### config.mk
export PLATFORM = sky130hd
export DESIGN_NAME = alu_issue_unit
export DESIGN_NICKNAME = d
export VERILOG_FILES = /design/src/rtl/alu_pkg.sv /design/src/rtl/alu_cmd_fifo.sv /design/src/rtl/alu_issue_unit.sv
export SDC_FILE = /design/constraint.sdc
export NUM_CORES = 1
export LEC_CHECK = 0
export ABC_AREA = 1
export CAP_MARGIN = 20
export CORE_MARGIN = 2
export CORE_UTILIZATION = 60
export CTS_BUF_LIST = sky130_fd_sc_hd__clkbuf_4
export DETAILED_ROUTE_END_ITERATION = 8
export GPL_ROUTABILITY_DRIVEN = 0
export PLACE_DENSITY = 0.86
export SYNTH_ARGS = -nofsm -noshare
export SYNTH_HDL_FRONTEND = slang
export SYNTH_SLANG_ARGS = --single-unit
export TNS_END_PERCENT = 50
### constraint.sdc
create_clock -name clk -period 7.9 [get_ports clk]
set_clock_uncertainty 0.15 [all_clocks]
set_input_delay 1.185 -clock clk [delete_from_list [all_inputs] [get_ports clk]]
set_output_delay 1.185 -clock clk [all_outputs]
set_load 0.05 [all_outputs]
### src/rtl/alu_pkg.sv
// -----------------------------------------------------------------------------
// alu_pkg
// Shared definitions for the ALU issue unit:
//   - ALU control codes (must match ALU_16bit's Control decoding)
//   - issue FSM state encoding
//   - command word layout helpers
// The command word pushed into the FIFO is packed as
//   {use_acc, op[2:0], cin, b[WIDTH-1:0], a[WIDTH-1:0]}
// so it is CMD_CTRL_BITS + 2*WIDTH bits wide.
// Optional feature macro used by the unit: ALU_FLAGS_EN.
// -----------------------------------------------------------------------------
package alu_pkg;

    localparam logic [2:0] OP_ADD = 3'b000;
    localparam logic [2:0] OP_SUB = 3'b001;
    localparam logic [2:0] OP_OR  = 3'b010;
    localparam logic [2:0] OP_AND = 3'b011;
    localparam logic [2:0] OP_SHL = 3'b100;
    localparam logic [2:0] OP_SHR = 3'b101;
    localparam logic [2:0] OP_ROL = 3'b110;
    localparam logic [2:0] OP_ROR = 3'b111;

    typedef enum logic [1:0] {
        ST_IDLE = 2'd0,
        ST_EXEC = 2'd1,
        ST_RESP = 2'd2
    } state_t;

    // use_acc (1) + op (3) + cin (1)
    localparam int CMD_CTRL_BITS = 5;

    function automatic int cmd_width(input int width);
        return 2 * width + CMD_CTRL_BITS;
    endfunction

endpackage

### src/rtl/alu_cmd_fifo.sv
// -----------------------------------------------------------------------------
// alu_cmd_fifo
// Synchronous FIFO holding packed ALU command words.
// Read data is the current head (show-ahead), valid whenever empty is low.
// Push is ignored when full, pop is ignored when empty. Pointers wrap modulo
// DEPTH (power of two), occupancy counter is log2(DEPTH)+1 bits.
//
// Ports:
//   clk, rst       clock, synchronous active-high reset
//   push, wdata    write strobe and data
//   pop            remove head
//   rdata          head entry
//   full, empty    occupancy flags
// -----------------------------------------------------------------------------
module alu_cmd_fifo #(
    parameter int DEPTH  = 4,
    parameter int DATA_W = 37
) (
    input  logic              clk,
    input  logic              rst,
    input  logic              push,
    input  logic [DATA_W-1:0] wdata,
    input  logic              pop,
    output logic [DATA_W-1:0] rdata,
    output logic              full,
    output logic              empty
);

    localparam int AW = $clog2(DEPTH);
    localparam logic [AW:0] FULL_CNT = DEPTH[AW:0];

    logic [DATA_W-1:0] mem_q [DEPTH];
    logic [DATA_W-1:0] mem_d [DEPTH];
    logic [AW-1:0]     wr_ptr_q, wr_ptr_d;
    logic [AW-1:0]     rd_ptr_q, rd_ptr_d;
    logic [AW:0]       count_q, count_d;
    logic              push_ok;
    logic              pop_ok;

    assign full    = (count_q == FULL_CNT);
    assign empty   = (count_q == '0);
    assign push_ok = push && !full;
    assign pop_ok  = pop && !empty;
    assign rdata   = mem_q[rd_ptr_q];

    always_comb begin
        mem_d    = mem_q;
        wr_ptr_d = wr_ptr_q;
        rd_ptr_d = rd_ptr_q;
        count_d  = count_q;
        if (push_ok) begin
            mem_d[wr_ptr_q] = wdata;
            wr_ptr_d        = wr_ptr_q + AW'(1);
        end
        if (pop_ok) begin
            rd_ptr_d = rd_ptr_q + AW'(1);
        end
        // Push and pop on the same edge leave occupancy unchanged.
        if (push_ok && !pop_ok) begin
            count_d = count_q + (AW + 1)'(1);
        end else if (!push_ok && pop_ok) begin
            count_d = count_q - (AW + 1)'(1);
        end
    end

    always_ff @(posedge clk) begin
        if (rst) begin
            wr_ptr_q <= '0;
            rd_ptr_q <= '0;
            count_q  <= '0;
        end else begin
            wr_ptr_q <= wr_ptr_d;
            rd_ptr_q <= rd_ptr_d;
            count_q  <= count_d;
        end
    end

    // Storage needs no reset: an entry is only read after it was written.
    always_ff @(posedge clk) begin
        mem_q <= mem_d;
    end

endmodule

### src/rtl/alu_issue_unit.sv
// -----------------------------------------------------------------------------
// alu_issue_unit
// Command stage in front of the combinational 16-bit ALU. Commands are queued
// in a FIFO, issued one at a time on registered alu_* lines, the ALU output is
// captured one cycle later and returned on the response port. An accumulator
// holds the last captured result so a command can take operand A from it.
//
// Handshakes: a transfer happens on a rising edge where valid and ready are both
// high. A source keeps valid and its payload stable until the transfer; ready
// may change freely and does not depend on valid.
//
// Ports:
//   clk, rst                    clock, synchronous active-high reset
//   cmd_valid/cmd_ready         command handshake (ready = FIFO not full)
//   cmd_a, cmd_b, cmd_cin       operands / carry-in
//   cmd_op, cmd_use_acc         ALU control code, take A from accumulator
//   alu_a, alu_b, alu_cin,      registered operands to the ALU, stable from one
//   alu_ctrl                    pop to the next
//   alu_result, alu_cout        combinational ALU outputs
//   rsp_valid/rsp_ready         response handshake
//   rsp_result, rsp_cout        captured ALU outputs
//   busy                        FIFO non-empty or FSM not idle
//   rsp_zero, rsp_neg           (only with ALU_FLAGS_EN) flags of rsp_result
//   dbg_state                   current FSM state, for observation only
//
// Build option: define ALU_FLAGS_EN to add the rsp_zero / rsp_neg outputs.
// -----------------------------------------------------------------------------
module alu_issue_unit
    import alu_pkg::*;
#(
    parameter int DEPTH = 4,
    parameter int WIDTH = 16
) (
    input  logic             clk,
    input  logic             rst,
    input  logic             cmd_valid,
    output logic             cmd_ready,
    input  logic [WIDTH-1:0] cmd_a,
    input  logic [WIDTH-1:0] cmd_b,
    input  logic             cmd_cin,
    input  logic [2:0]       cmd_op,
    input  logic             cmd_use_acc,
    output logic [WIDTH-1:0] alu_a,
    output logic [WIDTH-1:0] alu_b,
    output logic             alu_cin,
    output logic [2:0]       alu_ctrl,
    input  logic [WIDTH-1:0] alu_result,
    input  logic             alu_cout,
    output logic             rsp_valid,
    input  logic             rsp_ready,
    output logic [WIDTH-1:0] rsp_result,
    output logic             rsp_cout,
    output logic             busy,
`ifdef ALU_FLAGS_EN
    output logic             rsp_zero,
    output logic             rsp_neg,
`endif
    output state_t           dbg_state
);

    localparam int CMD_W = cmd_width(WIDTH);

    state_t           state_q, state_d;
    logic [WIDTH-1:0] alu_a_q, alu_a_d;
    logic [WIDTH-1:0] alu_b_q, alu_b_d;
    logic             alu_cin_q, alu_cin_d;
    logic [2:0]       alu_ctrl_q, alu_ctrl_d;
    logic             rsp_valid_q, rsp_valid_d;
    logic [WIDTH-1:0] rsp_result_q, rsp_result_d;
    logic             rsp_cout_q, rsp_cout_d;
    logic [WIDTH-1:0] acc_q, acc_d;
`ifdef ALU_FLAGS_EN
    logic             rsp_zero_q, rsp_zero_d;
    logic             rsp_neg_q, rsp_neg_d;
`endif

    logic [CMD_W-1:0] fifo_wdata;
    logic [CMD_W-1:0] fifo_rdata;
    logic             fifo_full;
    logic             fifo_empty;
    logic             fifo_push;
    logic             fifo_pop;

    logic [WIDTH-1:0] head_a;
    logic [WIDTH-1:0] head_b;
    logic             head_cin;
    logic [2:0]       head_op;
    logic             head_use_acc;

    // cmd_ready depends on occupancy only, so a pop on the same edge never
    // opens a slot at full.
    assign cmd_ready  = !fifo_full;
    assign fifo_push  = cmd_valid && cmd_ready;
    assign fifo_wdata = {cmd_use_acc, cmd_op, cmd_cin, cmd_b, cmd_a};

    assign head_a       = fifo_rdata[WIDTH-1:0];
    assign head_b       = fifo_rdata[2*WIDTH-1:WIDTH];
    assign head_cin     = fifo_rdata[2*WIDTH];
    assign head_op      = fifo_rdata[2*WIDTH+3:2*WIDTH+1];
    assign head_use_acc = fifo_rdata[2*WIDTH+4];

    alu_cmd_fifo #(
        .DEPTH  (DEPTH),
        .DATA_W (CMD_W)
    ) u_fifo (
        .clk   (clk),
        .rst   (rst),
        .push  (fifo_push),
        .wdata (fifo_wdata),
        .pop   (fifo_pop),
        .rdata (fifo_rdata),
        .full  (fifo_full),
        .empty (fifo_empty)
    );

    always_comb begin
        state_d      = state_q;
        alu_a_d      = alu_a_q;
        alu_b_d      = alu_b_q;
        alu_cin_d    = alu_cin_q;
        alu_ctrl_d   = alu_ctrl_q;
        rsp_valid_d  = rsp_valid_q;
        rsp_result_d = rsp_result_q;
        rsp_cout_d   = rsp_cout_q;
        acc_d        = acc_q;
        fifo_pop     = 1'b0;
`ifdef ALU_FLAGS_EN
        rsp_zero_d   = rsp_zero_q;
        rsp_neg_d    = rsp_neg_q;
`endif

        case (state_q)
            ST_IDLE: begin
                if (!fifo_empty) begin
                    fifo_pop = 1'b1;
                    state_d  = ST_EXEC;
                end
            end
            ST_EXEC: begin
                // alu_* were registered at the pop edge, so the ALU output
                // has had a full cycle to settle.
                rsp_result_d = alu_result;
                rsp_cout_d   = alu_cout;
                acc_d        = alu_result;
                rsp_valid_d  = 1'b1;
`ifdef ALU_FLAGS_EN
                rsp_zero_d   = (alu_result == '0);
                rsp_neg_d    = alu_result[WIDTH-1];
`endif
                state_d      = ST_RESP;
            end
            ST_RESP: begin
                if (rsp_ready) begin
                    rsp_valid_d = 1'b0;
                    // Pop straight into EXEC to sustain one result per 2 cycles.
                    if (!fifo_empty) begin
                        fifo_pop = 1'b1;
                        state_d  = ST_EXEC;
                    end else begin
                        state_d  = ST_IDLE;
                    end
                end
            end
            default: begin
                state_d = ST_IDLE;
            end
        endcase

        if (fifo_pop) begin
            // acc_q already holds the previous capture here, which makes
            // back-to-back chaining stall-free.
            alu_a_d    = head_use_acc ? acc_q : head_a;
            alu_b_d    = head_b;
            alu_cin_d  = head_cin;
            alu_ctrl_d = head_op;
        end
    end

    always_ff @(posedge clk) begin
        if (rst) begin
            state_q      <= ST_IDLE;
            alu_a_q      <= '0;
            alu_b_q      <= '0;
            alu_cin_q    <= 1'b0;
            alu_ctrl_q   <= '0;
            rsp_valid_q  <= 1'b0;
            rsp_result_q <= '0;
            rsp_cout_q   <= 1'b0;
            acc_q        <= '0;
`ifdef ALU_FLAGS_EN
            rsp_zero_q   <= 1'b0;
            rsp_neg_q    <= 1'b0;
`endif
        end else begin
            state_q      <= state_d;
            alu_a_q      <= alu_a_d;
            alu_b_q      <= alu_b_d;
            alu_cin_q    <= alu_cin_d;
            alu_ctrl_q   <= alu_ctrl_d;
            rsp_valid_q  <= rsp_valid_d;
            rsp_result_q <= rsp_result_d;
            rsp_cout_q   <= rsp_cout_d;
            acc_q        <= acc_d;
`ifdef ALU_FLAGS_EN
            rsp_zero_q   <= rsp_zero_d;
            rsp_neg_q    <= rsp_neg_d;
`endif
        end
    end

    assign alu_a      = alu_a_q;
    assign alu_b      = alu_b_q;
    assign alu_cin    = alu_cin_q;
    assign alu_ctrl   = alu_ctrl_q;
    assign rsp_valid  = rsp_valid_q;
    assign rsp_result = rsp_result_q;
    assign rsp_cout   = rsp_cout_q;
    assign busy       = !fifo_empty || (state_q != ST_IDLE);
    assign dbg_state  = state_q;
`ifdef ALU_FLAGS_EN
    assign rsp_zero   = rsp_zero_q;
    assign rsp_neg    = rsp_neg_q;
`endif

endmodule

==> results_dict.tcl <==
set metrics [dict create \
    tightestPinTransition_ns 0.776 \
    num_vias 6231 \
    timing.critical_path.to "busy" \
    setup_slack_of_the_worst_register_to_register_path_ns 5.28 \
    cts_sinks 211 \
    synth_sequential_area_ratio_pct 69.6 \
    holdCritStartpoint "alu_b[5]$_SDFFE_PP0N_" \
    timing.max_cap.violations 0 \
    post_route_cells_drive_above_1_share_pct 11.7 \
    drc 0 \
    worst_setup_hold_path_clk_slew_ns 0.07 \
    num_io_pins 116 \
    die_x_um 121 \
    grt_use_total_pct 26.1 \
    timing.final.setup_violations 0 \
    drt-vias-per-instance 5.59 \
    die-area_um2 14600 \
    power_density_cells_nw_per_um2 393 \
    grt_max_degree 78 \
    row_count 42 \
    synth_seq_cells 211 \
    avgRoutedWirePerCell_um 17.1 \
    cts-resized-gates 0 \
    run_status "finished clean" \
    overflow 0 \
    first_pass_grt_wire_length_um 29600 \
    synth_warnings 0 \
    slew_violations 0 \
    cts_max_path_buffers 3 \
    crit_fanout 4 \
    design.core.area_um2 13300 \
    initial_antenna_violation_count 1 \
    r2r_end "alu_a[1]$_SDFFE_PP0N_" \
    cts_tree "built" \
    nNetsFinal 963 \
    syn-num-nets 830 \
    io_buffers 115 \
    async_flop_share_pct 0 \
    max-vdd-ir-drop_mv 0.238 \
    total_power_uw 4000 \
    timing.max_slew.rel_slack_pct 48.2 \
    dpl.hpwl_um 11400 \
    synth_cells 766 \
    timing.setup.critical_path_class "reg2out" \
    required_ns 6.57 \
    final_cell_count_no_fill 1115 \
    synth.cell_area_um2 8190 \
    hold_class "reg2reg" \
    post-synth-top-area-cell "edfxtp_1" \
    ctsRootBufferMaster "clkbuf_4" \
    die_boundary_height_um 121 \
    cts_buffers 50 \
    achievable-frequency_mhz 280 \
    synth_common_cells "nor2_1, edfxtp_1, nand2_1" \
    crit-reg2reg-launch "u_fifo.rd_ptr_q[0]$_SDFFE_PP0P_" \
    postCtsSetupBuffers 0 \
    number_of_synthesized_flops_with_an_enable_pin 148 \
    startpoint_type "flip-flop" \
    synthDominantCellAreaShare_pct 54.2 \
    first_global_vias 6211 \
    worst_setup_path_startpoint "u_fifo.count_q[0]$_SDFFE_PP0P_" \
    area_growth_syn_to_layout_pct 23.9 \
    yosys_most_used_dff "edfxtp_1" \
    critical_path_arrival_ns 2.24 \
    cts-hold-fix-buffers 0 \
    worst-r2r-cell-count 9 \
    detail_route.wirelength_um 19000 \
    shortest_clock_period_the_worst_path_allows_after_layout_ns 3.58 \
    synth.most_common_cell "nor2_1" \
    rsz0062_at_grt "false" \
    power.static_leakage_uw 0.00381 \
    detailedRoute.firstIterationViolations 570 \
    synthDistinctLibCells 25 \
    start_util_pct 61.6 \
    tns_ns 0 \
    clk-insertion-delay-late_ns 0.67 \
    syn-mean-instance-area_um2 10.7 \
    place.detailed.instances 1023 \
    report.final.hold_viol_count 0 \
    timing.final.crit_share_pct 45.3 \
    dr.pass1.iters 6 \
    worst_setup_path_end_kind "output port" \
    route.antenna.remaining_nets 0 \
    synth_area_leaders "edfxtp_1, dfxtp_1, nor2_1" \
    cts.htree.levels 2 \
]
==> worst min path at each step <==
stage                                                 to  slack [ns]  cells after the start
final                              alu_b[5]$_SDFFE_PP0N_        0.37                      2
after global routing               alu_b[5]$_SDFFE_PP0N_        0.41                      2
after CTS                 u_fifo.count_q[2]$_SDFFE_PP0P_        0.36                      2
after detailed placement  u_fifo.count_q[2]$_SDFFE_PP0P_        0.35                      2
after global placement    u_fifo.count_q[2]$_SDFFE_PP0P_        0.33                      2
after floorplan           u_fifo.count_q[2]$_SDFFE_PP0P_        0.31                      2
==> cells in the final DEF (no fill, tap or decap) <==
master / Yosys / layout
nand3_2: 2 / 2
clkinv_1: 0 / 5
nand2_1: 108 / 108
nor2_4: 1 / 5
inv_1: 16 / 16
a21oi_1: 7 / 7
diode_2: 0 / 1
dfxtp_2: 0 / 2
buf_16: 0 / 1
nand3_1: 51 / 51
or3_1: 1 / 1
a21oi_2: 1 / 1
nor2_1: 191 / 187
buf_12: 0 / 4
inv_4: 1 / 1
fa_1: 1 / 1
inv_2: 3 / 4
o21ai_0: 100 / 100
o21ai_1: 21 / 21
clkdlybuf4s50_1: 0 / 115
clkinvlp_4: 0 / 1
nand2_2: 2 / 2
edfxtp_1: 148 / 148
a211oi_1: 1 / 1
a31oi_1: 1 / 1
ha_1: 5 / 5
buf_4: 10 / 3
dfxtp_1: 63 / 61
clkbuf_4: 0 / 84
==> critical path: stages, from the launching register on <==
cell	delay, ns
dfxtp_1	0.33
inv_1	0.12
nand3_1	0.14
or3_1	0.33
clkdlybuf4s50_1	0.71
==> layout make-up <==
type,instances,area [um^2]
Antenna cell,1,2.50
Clock buffer,84,631
Clock inverter,7,30.0
Fill cell,818,3140
Inverter,20,77.6
Multi-Input combinational cell,493,2200
Sequential cell,211,5710
Tap cell,176,220
Timing Repair Buffer,123,1280
==> cell families after synthesis <==
family,synth area share [%]
adders and majority gates,1.01
and+or+nand+nor,17.4
AOI/OAI and AO/OA,8.09
buffers and inverters,3.85
DFF,69.6
==> registers in the layout, indices dropped and copies added (netlist names), 2 cells and up <==
| register | flops |
|---|---|
| u_fifo.rd_ptr_q | 2 |
| u_fifo.mem_q | 148 |
| dbg_state | 2 |
| alu_ctrl | 3 |
| alu_a | 16 |
| alu_b | 16 |
| u_fifo.wr_ptr_q | 2 |
| acc_q | 16 |
| u_fifo.count_q | 3 |
==> per-layer routing <==
| layer | GRT usage (%) | part of all wire, % |
|---|---|---|
| met5 | 0 | 0 |
| met4 | 11.8 | 2.2 |
| met3 | 6.34 | 8.0 |
| met2 | 45.3 | 51 |
| met1 | 30.8 | 39 |
==> where the power goes <==
group          total (uW)  switching, uW  leakage [uW]  internal [uW]
Sequential           1470           90.2       0.00188           1380
Clock                 896            419      0.000399            477
Combinational        1630           1150       0.00154            484
Total                4000           1650       0.00381           2340
==> per-stage QoR <==
step / setup WS [ns] / cell area, um^2 / util (%) / hold WS, ns
after floorplan: 4.37 / 8190 / - / 0.308
after global placement: 4.38 / 9380 / 70.6 / 0.326
after detailed placement: 4.24 / 9490 / 71.4 / 0.349
after CTS: 4.30 / 10200 / 76.4 / 0.356
after global routing: 4.24 / 10200 / 76.4 / 0.407
final: 4.32 / 10200 / 76.4 / 0.369
(Power assumes the default switching activity.)
